$ cat src/rtl/cnn_tile_streamer_if.sv
// Operand/result bus between the tile streamer, the CNN ALU and the byte sink.
// The master side issues ALU beats and drains result bytes.
interface cnn_tile_streamer_if;
  logic        alu_valid;
  logic [2:0]  alu_ctrl;
  logic [31:0] alu_b;
  logic        alu_stall;
  logic [31:0] alu_result;
  logic        out_valid;
  logic        out_ready;
  logic [7:0]  out_byte;
  logic        out_last;

  modport master (
    output alu_valid, alu_ctrl, alu_b, out_valid, out_byte, out_last,
    input  alu_stall, alu_result, out_ready
  );

  modport slave (
    input  alu_valid, alu_ctrl, alu_b, out_valid, out_byte, out_last,
    output alu_stall, alu_result, out_ready
  );
endinterface

$ cat src/rtl/cnn_tile_streamer.sv
// Feeds the CNN ALU ten preloaded operand words plus one compute beat, then
// streams the captured 32-bit result out MSB-first as four bytes.
module cnn_tile_streamer #(
  parameter int unsigned N_LOAD  = 10,
  parameter logic [2:0]  OP_LOAD = 3'b100,
  parameter logic [2:0]  OP_CONV = 3'b111,
  parameter logic [2:0]  OP_RELU = 3'b110
) (
  input  logic        clk,
  input  logic        rst,
  input  logic        wr_en,
  input  logic [3:0]  wr_addr,
  input  logic [31:0] wr_data,
  input  logic        start,
  input  logic [1:0]  op_sel,
  output logic        busy,
  output logic        err,
  output logic        done,
  cnn_tile_streamer_if.master bus
);

  localparam logic [3:0] LAST_IDX = 4'(N_LOAD - 1);

  typedef enum logic [1:0] {IDLE, LOAD, EXEC, DRAIN} state_t;

  state_t      state;
  logic [31:0] word_buf [N_LOAD];
  logic [3:0]  beat_cnt;
  logic [1:0]  byte_cnt;
  logic [31:0] result;
  logic [2:0]  op_latch;
  logic        wr_ok;

  // The buffer only accepts writes while idle so a running tile never sees it change.
  assign wr_ok = wr_en && (state == IDLE) && (wr_addr <= LAST_IDX);

  always_ff @(posedge clk) begin
    if (wr_ok) word_buf[wr_addr] <= wr_data;
  end

  always_ff @(posedge clk or posedge rst) begin
    if (rst) begin
      state         <= IDLE;
      busy          <= 1'b0;
      err           <= 1'b0;
      done          <= 1'b0;
      bus.alu_valid <= 1'b0;
      bus.alu_ctrl  <= 3'b000;
      bus.alu_b     <= '0;
      bus.out_valid <= 1'b0;
      beat_cnt      <= '0;
      byte_cnt      <= '0;
      result        <= '0;
      op_latch      <= 3'b000;
    end else begin
      err  <= wr_en && ((state != IDLE) || (wr_addr > LAST_IDX));
      done <= 1'b0;
      case (state)
        IDLE: begin
          if (start) begin
            if (op_sel[1]) begin
              err <= 1'b1;
            end else begin
              op_latch      <= op_sel[0] ? OP_RELU : OP_CONV;
              beat_cnt      <= '0;
              state         <= LOAD;
              busy          <= 1'b1;
              bus.alu_valid <= 1'b1;
              bus.alu_ctrl  <= OP_LOAD;
              // A same-cycle write to word 0 lands in the first beat.
              bus.alu_b     <= (wr_en && wr_addr == 4'd0) ? wr_data : word_buf[0];
            end
          end
        end
        LOAD: begin
          if (!bus.alu_stall) begin
            if (beat_cnt == LAST_IDX) begin
              state        <= EXEC;
              bus.alu_ctrl <= op_latch;
              bus.alu_b    <= '0;
            end else begin
              beat_cnt  <= beat_cnt + 4'd1;
              bus.alu_b <= word_buf[beat_cnt + 4'd1];
            end
          end
        end
        EXEC: begin
          if (!bus.alu_stall) begin
            result        <= bus.alu_result;
            state         <= DRAIN;
            bus.alu_valid <= 1'b0;
            bus.alu_ctrl  <= 3'b000;
            bus.out_valid <= 1'b1;
            byte_cnt      <= '0;
          end
        end
        DRAIN: begin
          if (bus.out_ready) begin
            if (byte_cnt == 2'd3) begin
              state         <= IDLE;
              bus.out_valid <= 1'b0;
              busy          <= 1'b0;
              done          <= 1'b1;
              byte_cnt      <= '0;
            end else begin
              byte_cnt <= byte_cnt + 2'd1;
            end
          end
        end
        default: state <= IDLE;
      endcase
    end
  end

  always_comb begin
    case (byte_cnt)
      2'd0:    bus.out_byte = result[31:24];
      2'd1:    bus.out_byte = result[23:16];
      2'd2:    bus.out_byte = result[15:8];
      default: bus.out_byte = result[7:0];
    endcase
    bus.out_last = bus.out_valid && (byte_cnt == 2'd3);
  end

endmodule

$ cat src/flat_wrapper.sv
// flat-port wrapper written by rule: the top's interface ports become plain ports
module cnn_tile_streamer_flat 
#(
  parameter int unsigned N_LOAD  = 10,
  parameter logic [2:0]  OP_LOAD = 3'b100,
  parameter logic [2:0]  OP_CONV = 3'b111,
  parameter logic [2:0]  OP_RELU = 3'b110
)
  (clk, rst, wr_en, wr_addr, wr_data, start, op_sel, busy, err, done, bus_alu_valid, bus_alu_ctrl, bus_alu_b, bus_out_valid, bus_out_byte, bus_out_last, bus_alu_stall, bus_alu_result, bus_out_ready);
  cnn_tile_streamer_if bus_i ();
  input  logic clk;
  input  logic rst;
  input  logic wr_en;
  input  logic [3:0] wr_addr;
  input  logic [31:0] wr_data;
  input  logic start;
  input  logic [1:0] op_sel;
  output logic busy;
  output logic err;
  output logic done;
  output wire logic [$bits(bus_i.alu_valid)-1:0] bus_alu_valid;
  output wire logic [$bits(bus_i.alu_ctrl)-1:0] bus_alu_ctrl;
  output wire logic [$bits(bus_i.alu_b)-1:0] bus_alu_b;
  output wire logic [$bits(bus_i.out_valid)-1:0] bus_out_valid;
  output wire logic [$bits(bus_i.out_byte)-1:0] bus_out_byte;
  output wire logic [$bits(bus_i.out_last)-1:0] bus_out_last;
  input wire logic [$bits(bus_i.alu_stall)-1:0] bus_alu_stall;
  input wire logic [$bits(bus_i.alu_result)-1:0] bus_alu_result;
  input wire logic [$bits(bus_i.out_ready)-1:0] bus_out_ready;
  assign bus_alu_valid = bus_i.alu_valid;
  assign bus_alu_ctrl = bus_i.alu_ctrl;
  assign bus_alu_b = bus_i.alu_b;
  assign bus_out_valid = bus_i.out_valid;
  assign bus_out_byte = bus_i.out_byte;
  assign bus_out_last = bus_i.out_last;
  assign bus_i.alu_stall = bus_alu_stall;
  assign bus_i.alu_result = bus_alu_result;
  assign bus_i.out_ready = bus_out_ready;
  cnn_tile_streamer #(.N_LOAD(N_LOAD), .OP_LOAD(OP_LOAD), .OP_CONV(OP_CONV), .OP_RELU(OP_RELU)) u_core (.clk(clk), .rst(rst), .wr_en(wr_en), .wr_addr(wr_addr), .wr_data(wr_data), .start(start), .op_sel(op_sel), .busy(busy), .err(err), .done(done), .bus(bus_i));
endmodule
$ cat config.mk
export PLATFORM = sky130hd
export DESIGN_NAME = cnn_tile_streamer_flat
export DESIGN_NICKNAME = d
export VERILOG_FILES = /design/src/rtl/cnn_tile_streamer_if.sv /design/src/rtl/cnn_tile_streamer.sv /design/src/flat_wrapper.sv
export SDC_FILE = /design/constraint.sdc
export NUM_CORES = 1
export LEC_CHECK = 0
export CAP_MARGIN = 20
export CORE_ASPECT_RATIO = 2
export CORE_MARGIN = 4
export CORE_UTILIZATION = 60
export CTS_BUF_LIST = sky130_fd_sc_hd__clkbuf_8
export CTS_CLUSTER_DIAMETER = 80
export CTS_CLUSTER_SIZE = 12
export DETAILED_ROUTE_END_ITERATION = 8
export PLACE_DENSITY = 0.86
export REMOVE_ABC_BUFFERS = 1
export SYNTH_ARGS = -nofsm -noshare
export SYNTH_HDL_FRONTEND = slang
export SYNTH_SLANG_ARGS = --single-unit
$ cat constraint.sdc
create_clock -name clk -period 7 [get_ports clk]
set_input_delay 0.7 -clock clk [delete_from_list [all_inputs] [get_ports clk]]
set_output_delay 0.7 -clock clk [all_outputs]
set_load 0.03 [all_outputs]
* After elaboration in Yosys (flattened, before gate mapping)
Memory sizes are Yosys's and may differ from the RTL's.
Index checks and enable logic that the tools add are counted.
** Word-level totals
- Logic and storage cells :: 107
- Memories kept :: 1
- Memory bits (writable) :: 320
- Register bits after elaboration :: 83
** Cells by class
- $add $sub $neg :: 2
- Bitwise gates (word level) :: 2
- Reductions and logical operators :: 25
- Magnitude comparators :: 2
- Muxes and demuxes :: 48
- Equal/unequal tests :: 15
** Memory list
- u_core.word_buf :: depth 10, bits a word 32, rd ports 2, clocked after memory_dff 0, write ports 1, line cnn_tile_streamer.sv:27 : logic [31:0] word_buf [N_LOAD];
** Operators by type and width (number)
- $mux W32 :: 5
- $pmux W32 S2 :: 1
- $pmux W8 S3 :: 1
- $mux W2 :: 10
- $mux W4 :: 4
- $mux W1 :: 15
- $mux W3 :: 5
- $ne A2 B2 Y1 const B :: 6
- $reduce_and A4 Y1 :: 3
- $reduce_and A5 Y1 :: 2
- $reduce_bool A2 Y1 :: 5
- $pmux W3 S3 :: 1
- $eq A2 B2 Y1 const B :: 4
- $pmux W2 S4 :: 1
- $pmux W4 S2 :: 1
- $reduce_and A7 Y1 :: 1
- $pmux W1 S2 :: 3
- $reduce_and A3 Y1 :: 2
- $reduce_and A6 Y1 :: 1
- $logic_and A1 B1 Y1 :: 5
- $add A4 B1 Y4 const B :: 1
- $eq A2 B1 Y1 const B :: 2
- $eq A4 B4 Y1 const B :: 1
- $gt A4 B4 Y1 const B :: 1
- 10 further kinds :: 13

* Logic depth before layout (Yosys ltp)
- Depth after elaboration :: 6
- Gate-level depth with buffers :: 8

* Worst setup path before layout
Ideal clock, no wire load.
- Path kind :: input-to-reg
- Start point :: in wr_addr[0]
- End point :: mem u_core.word_buf[1][0] (enable)
- Data arrival time :: 4.796 ns
- Path buffers :: 2
- Stages on the path :: 4
- Library setup time :: 0.513 ns
- Data required time :: 6.487 ns
- Slack :: 1.691 ns
- Path through :: clkbuf_1 -> buf_2 -> nand2_1 -> nor4b_1
** On the way
- Longest elaborated chain between the ends :: 4
** RTL lines
- start, declared :: line flat_wrapper.sv:14 : input logic [3:0] wr_addr;
- $le A4 B4 Y1 :: line cnn_tile_streamer.sv:35 : assign wr_ok = wr_en && (state == IDLE) && (wr_addr <= LAST_IDX);
- $logic_and A1 B1 Y1 :: line cnn_tile_streamer.sv:35
- $mux W1 :: line cnn_tile_streamer.sv:38 : if (wr_ok) word_buf[wr_addr] <= wr_data;
- $mux W1 (implied by the code) :: line cnn_tile_streamer.sv:38
- end, declared :: line cnn_tile_streamer.sv:27
Several ways; a longest one is shown, not always the timed one.

* Worst setup path after layout
- Start point :: reg u_core.beat_cnt[0]
- End point :: reg u_core.bus.alu_b[18]
** On the way
- Longest elaborated chain between the ends :: 5
- Elaborated cells between the ends (all ways) :: 6
- Those cells by class :: add/sub (1); eq/ne (1); mux (3); memory (1)
** RTL lines
- start, declared :: line cnn_tile_streamer.sv:28 : logic [3:0] beat_cnt;
- start signal, assigned :: line cnn_tile_streamer.sv:82 : beat_cnt <= beat_cnt + 4'd1;
- $add A4 B1 Y4 :: line cnn_tile_streamer.sv:83 : bus.alu_b <= word_buf[beat_cnt + 4'd1];
- $mem_v2 Z10 W32
- $mux W32 (*) :: line cnn_tile_streamer.sv:77 : if (beat_cnt == LAST_IDX) begin
- $mux W32 (*) :: line cnn_tile_streamer.sv:76 : if (!bus.alu_stall) begin
- $pmux W32 S2 (*) :: line cnn_tile_streamer.sv:58 : case (state)
- end signal, assigned :: line cnn_tile_streamer.sv:71 : bus.alu_b <= (wr_en && wr_addr == 4'd0) ? wr_data : word_buf[0];
- end signal, assigned :: line cnn_tile_streamer.sv:83
- end, declared :: line cnn_tile_streamer_if.sv:15 : output alu_valid, alu_ctrl, alu_b, out_valid, out_byte, out_last,
Every way passes the cells marked *; elsewhere a longest branch is shown, timed or not. The select of a mux whose other input is x is not followed.
A chain may end at the register's enable or synchronous reset.

==> reports/metrics.yaml <==
status: "complete, no violations"
cts_buffer_depth: 3
r2r_end: "u_core.bus.alu_b[18]"
required_ps: 7460
io_pins: 125
slew_viol_final: 0
clock_latency_ps: 560
power.internal_w: 0.00419
synth_edf_count: 320
place_inst: 1362
initialDrtViolationCount: 926
rsz0062_at_grt: "false"
cts_resized: 0
grt.overflow.total: 0
htree_levels: 2
pwr-share-clk: 0.212
slew_headroom: 0.366
ys_seq_area_frac: 0.711
worstHoldStart: "u_core.op_latch[1]"
fin_ws_ps: 3550
syn_avg_cell_area_um2: 17.5
grt_max_degree: 66
initial_utilization: 0.610
drtAntennaViolNets: 0
hold_buffers: 0
start_kind: "flop"
grt_pass1_vias: 9886
place_congestion: 0.791
finalNonFillerCells: 1432
rows: 85
drt-total-wl_um: 36500
synth.distinct_cells: 50
whs_ps: 478
grt_usage: 0.242
fin_crit_sh: 0.493
worstHoldPathCells: 1
coreArea_um2: 26900
syn_area_um2: 16400
synth_cells: 936
hp-class: "flop to flop"
routedWlPerCell_um: 25.5
period_needed_ps: 3450
layout-drive-gt1-share: 0.195
r2r_cells: 7
critPathArrivalTime_ps: 3910
cts-root-buf: "clkbuf_8"
ys.flop_type: "edfxtp_1"
async_flop_share: 0.204
yosysMostFrequentCell: "edfxtp_1"
r2r_start: "u_core.beat_cnt[0]"
antenna_found_initial: 1
power_frac_comb: 0.302
worstMarginPinSlew_ps: 952
ys.warnings.count: 0
cp_max_fo: 38
port_buffers: 124
setup_viol: 0
remaining_drc_errors: 0
nets: 1141
seqPwrFrac: 0.486
numCtsBuffers: 39
final.setup.tns_ps: 0
vias: 9275
cts_setup_buffers: 0
ir_drop_v: 0.000191
power_density_nw_per_um2: 327
end_kind: "flop"
syn_to_final_growth_pct: 13.7
drtPass1Iterations: 5
skew_ps: 27.9
numClockSinks: 402
whs_endpoint: "u_core.op_latch[1]"
finalHoldViolations: 0
criticalPathCategory: "flop to flop"
die_area_um2: 30200
synth-seq-cells: 402
p_switching_w: 0.00192
via_per_inst: 6.48
die_width_um: 125
fmax_mhz: 290
maxCapViolations: 0
die_h_um: 242
p_leak_nw: 6.14
hpwl_um: 21700
synth_common_cells: "edfxtp_1, dfrtp_1, mux4_2, nand2_1, clkbuf_1"
tritoncts: "done"
sw_frac_of_total: 0.314
yosysTopAreaCellShare: 0.586
synth_top_area_cell: "edfxtp_1"
ys_top_cells_by_area: "edfxtp_1, dfrtp_1, mux4_2"
r2r_slack_ps: 3550
grt_pass1_wl_um: 56800
clk_pin_slew_ps: 80
dpl_worst_slack_ps: 3460
-- logic make-up (layout without fill, tap and decap cells) --
logic type | count (synthesis) | count (layout) | synth area share
and+or+nand+nor | 124 | 124 | 0.0511
other | 0 | 1 | 0
adders and majority gates | 10 | 10 | 0.00762
AOI/OAI and AO/OA | 209 | 209 | 0.0919
muxes | 102 | 102 | 0.113
buffers and inverters | 89 | 236 | 0.0257
DFF | 402 | 402 | 0.711
-- layer usage --
metal  global-route usage  vias up  share of wire
met5                    0        -              0
met4                0.105        0          0.041
met3               0.0303       89          0.058
met2                0.444      423           0.55
met1                0.284     4764           0.35
li1                     -     3999              -
-- power groups by stage --
| stage | Sequential, W | Combinational (W) | Clock [W] |
|---|---|---|---|
| 2_1_floorplan | 0.00316 | 0.00106 | 0 |
| 3_3_place_gp | 0.00301 | 0.00180 | 0 |
| 3_5_place_dp | 0.00302 | 0.00186 | 0 |
| 4_1_cts | 0.00297 | 0.00187 | 0.00132 |
| 5_1_grt | 0.00300 | 0.00197 | 0.00142 |
| 6_report | 0.00297 | 0.00184 | 0.00129 |
-- state kept, by name, summed over array words and instances (netlist names), 2 cells and up --
name	count
u_core.byte_cnt	2
u_core.state	2
u_core.op_latch	2
u_core.word_buf	320
u_core.bus.alu_b	32
u_core.bus.alu_ctrl	3
u_core.result	32
u_core.beat_cnt	4
-- cell usage in the layout, fill, tap and decap left out, types with 3 or more instances in the layout --
master / n
nor3b_2: 33
nor2b_1: 3
clkbuf_8: 41
edfxtp_1: 320
buf_4: 22
o21a_1: 32
mux4_2: 64
dfrtp_1: 81
nand3_1: 3
o211ai_1: 32
o22ai_1: 35
nor2_4: 4
o21ai_1: 32
nor3_2: 3
clkdlybuf4s50_1: 123
a222oi_1: 8
inv_1: 47
ha_1: 9
a22o_1: 3
nor2_1: 5
a21oi_1: 3
mux2i_1: 10
nand2b_1: 6
nand3b_1: 4
o221ai_1: 32
o21ai_0: 16
mux2_2: 28
nand2_1: 51
-- critical path, stage by stage (launching register included) --
cell      delay (ps)
dfrtp_4          910
buf_4            700
ha_1             390
nor2b_1           90
a32oi_2          290
buf_4            460
o22ai_1          190
o211ai_1         250
-- per-stage QoR --
stage / instance area [um^2] / total power (W) / utilization
2_1_floorplan: 16100 / 0.00422 / -
3_3_place_gp: 18000 / 0.00481 / 0.668
3_5_place_dp: 18000 / 0.00488 / 0.668
6_report: 18700 / 0.00610 / 0.694
4_1_cts: 18700 / 0.00616 / 0.694
5_1_grt: 18700 / 0.00638 / 0.694
-- layout make-up --
cell class	count	area, um^2
inverters	21	80.1
fillers	1665	8240
clock buffers	41	564
flip-flops and latches	402	11700
clock inverters	28	110
multi-input cells	445	4410
diodes	1	2.50
well taps	348	435
repair buffers	146	1400
-- worst max path at each step --
stage | start | end | slack [ps] | depth (start not counted)
after floorplan | u_core.beat_cnt[0] | u_core.bus.alu_b[10] | 1880 | 4
after global placement | wr_addr[0] | u_core.word_buf[1][22] | 3630 | 5
after detailed placement | wr_addr[0] | u_core.word_buf[1][18] | 3460 | 5
after CTS | u_core.beat_cnt[0] | u_core.bus.alu_b[18] | 3450 | 7
after global routing | u_core.beat_cnt[0] | u_core.bus.alu_b[18] | 3240 | 7
final | u_core.beat_cnt[0] | u_core.bus.alu_b[18] | 3550 | 7
Note: power is estimated with default switching activity, not from simulation.
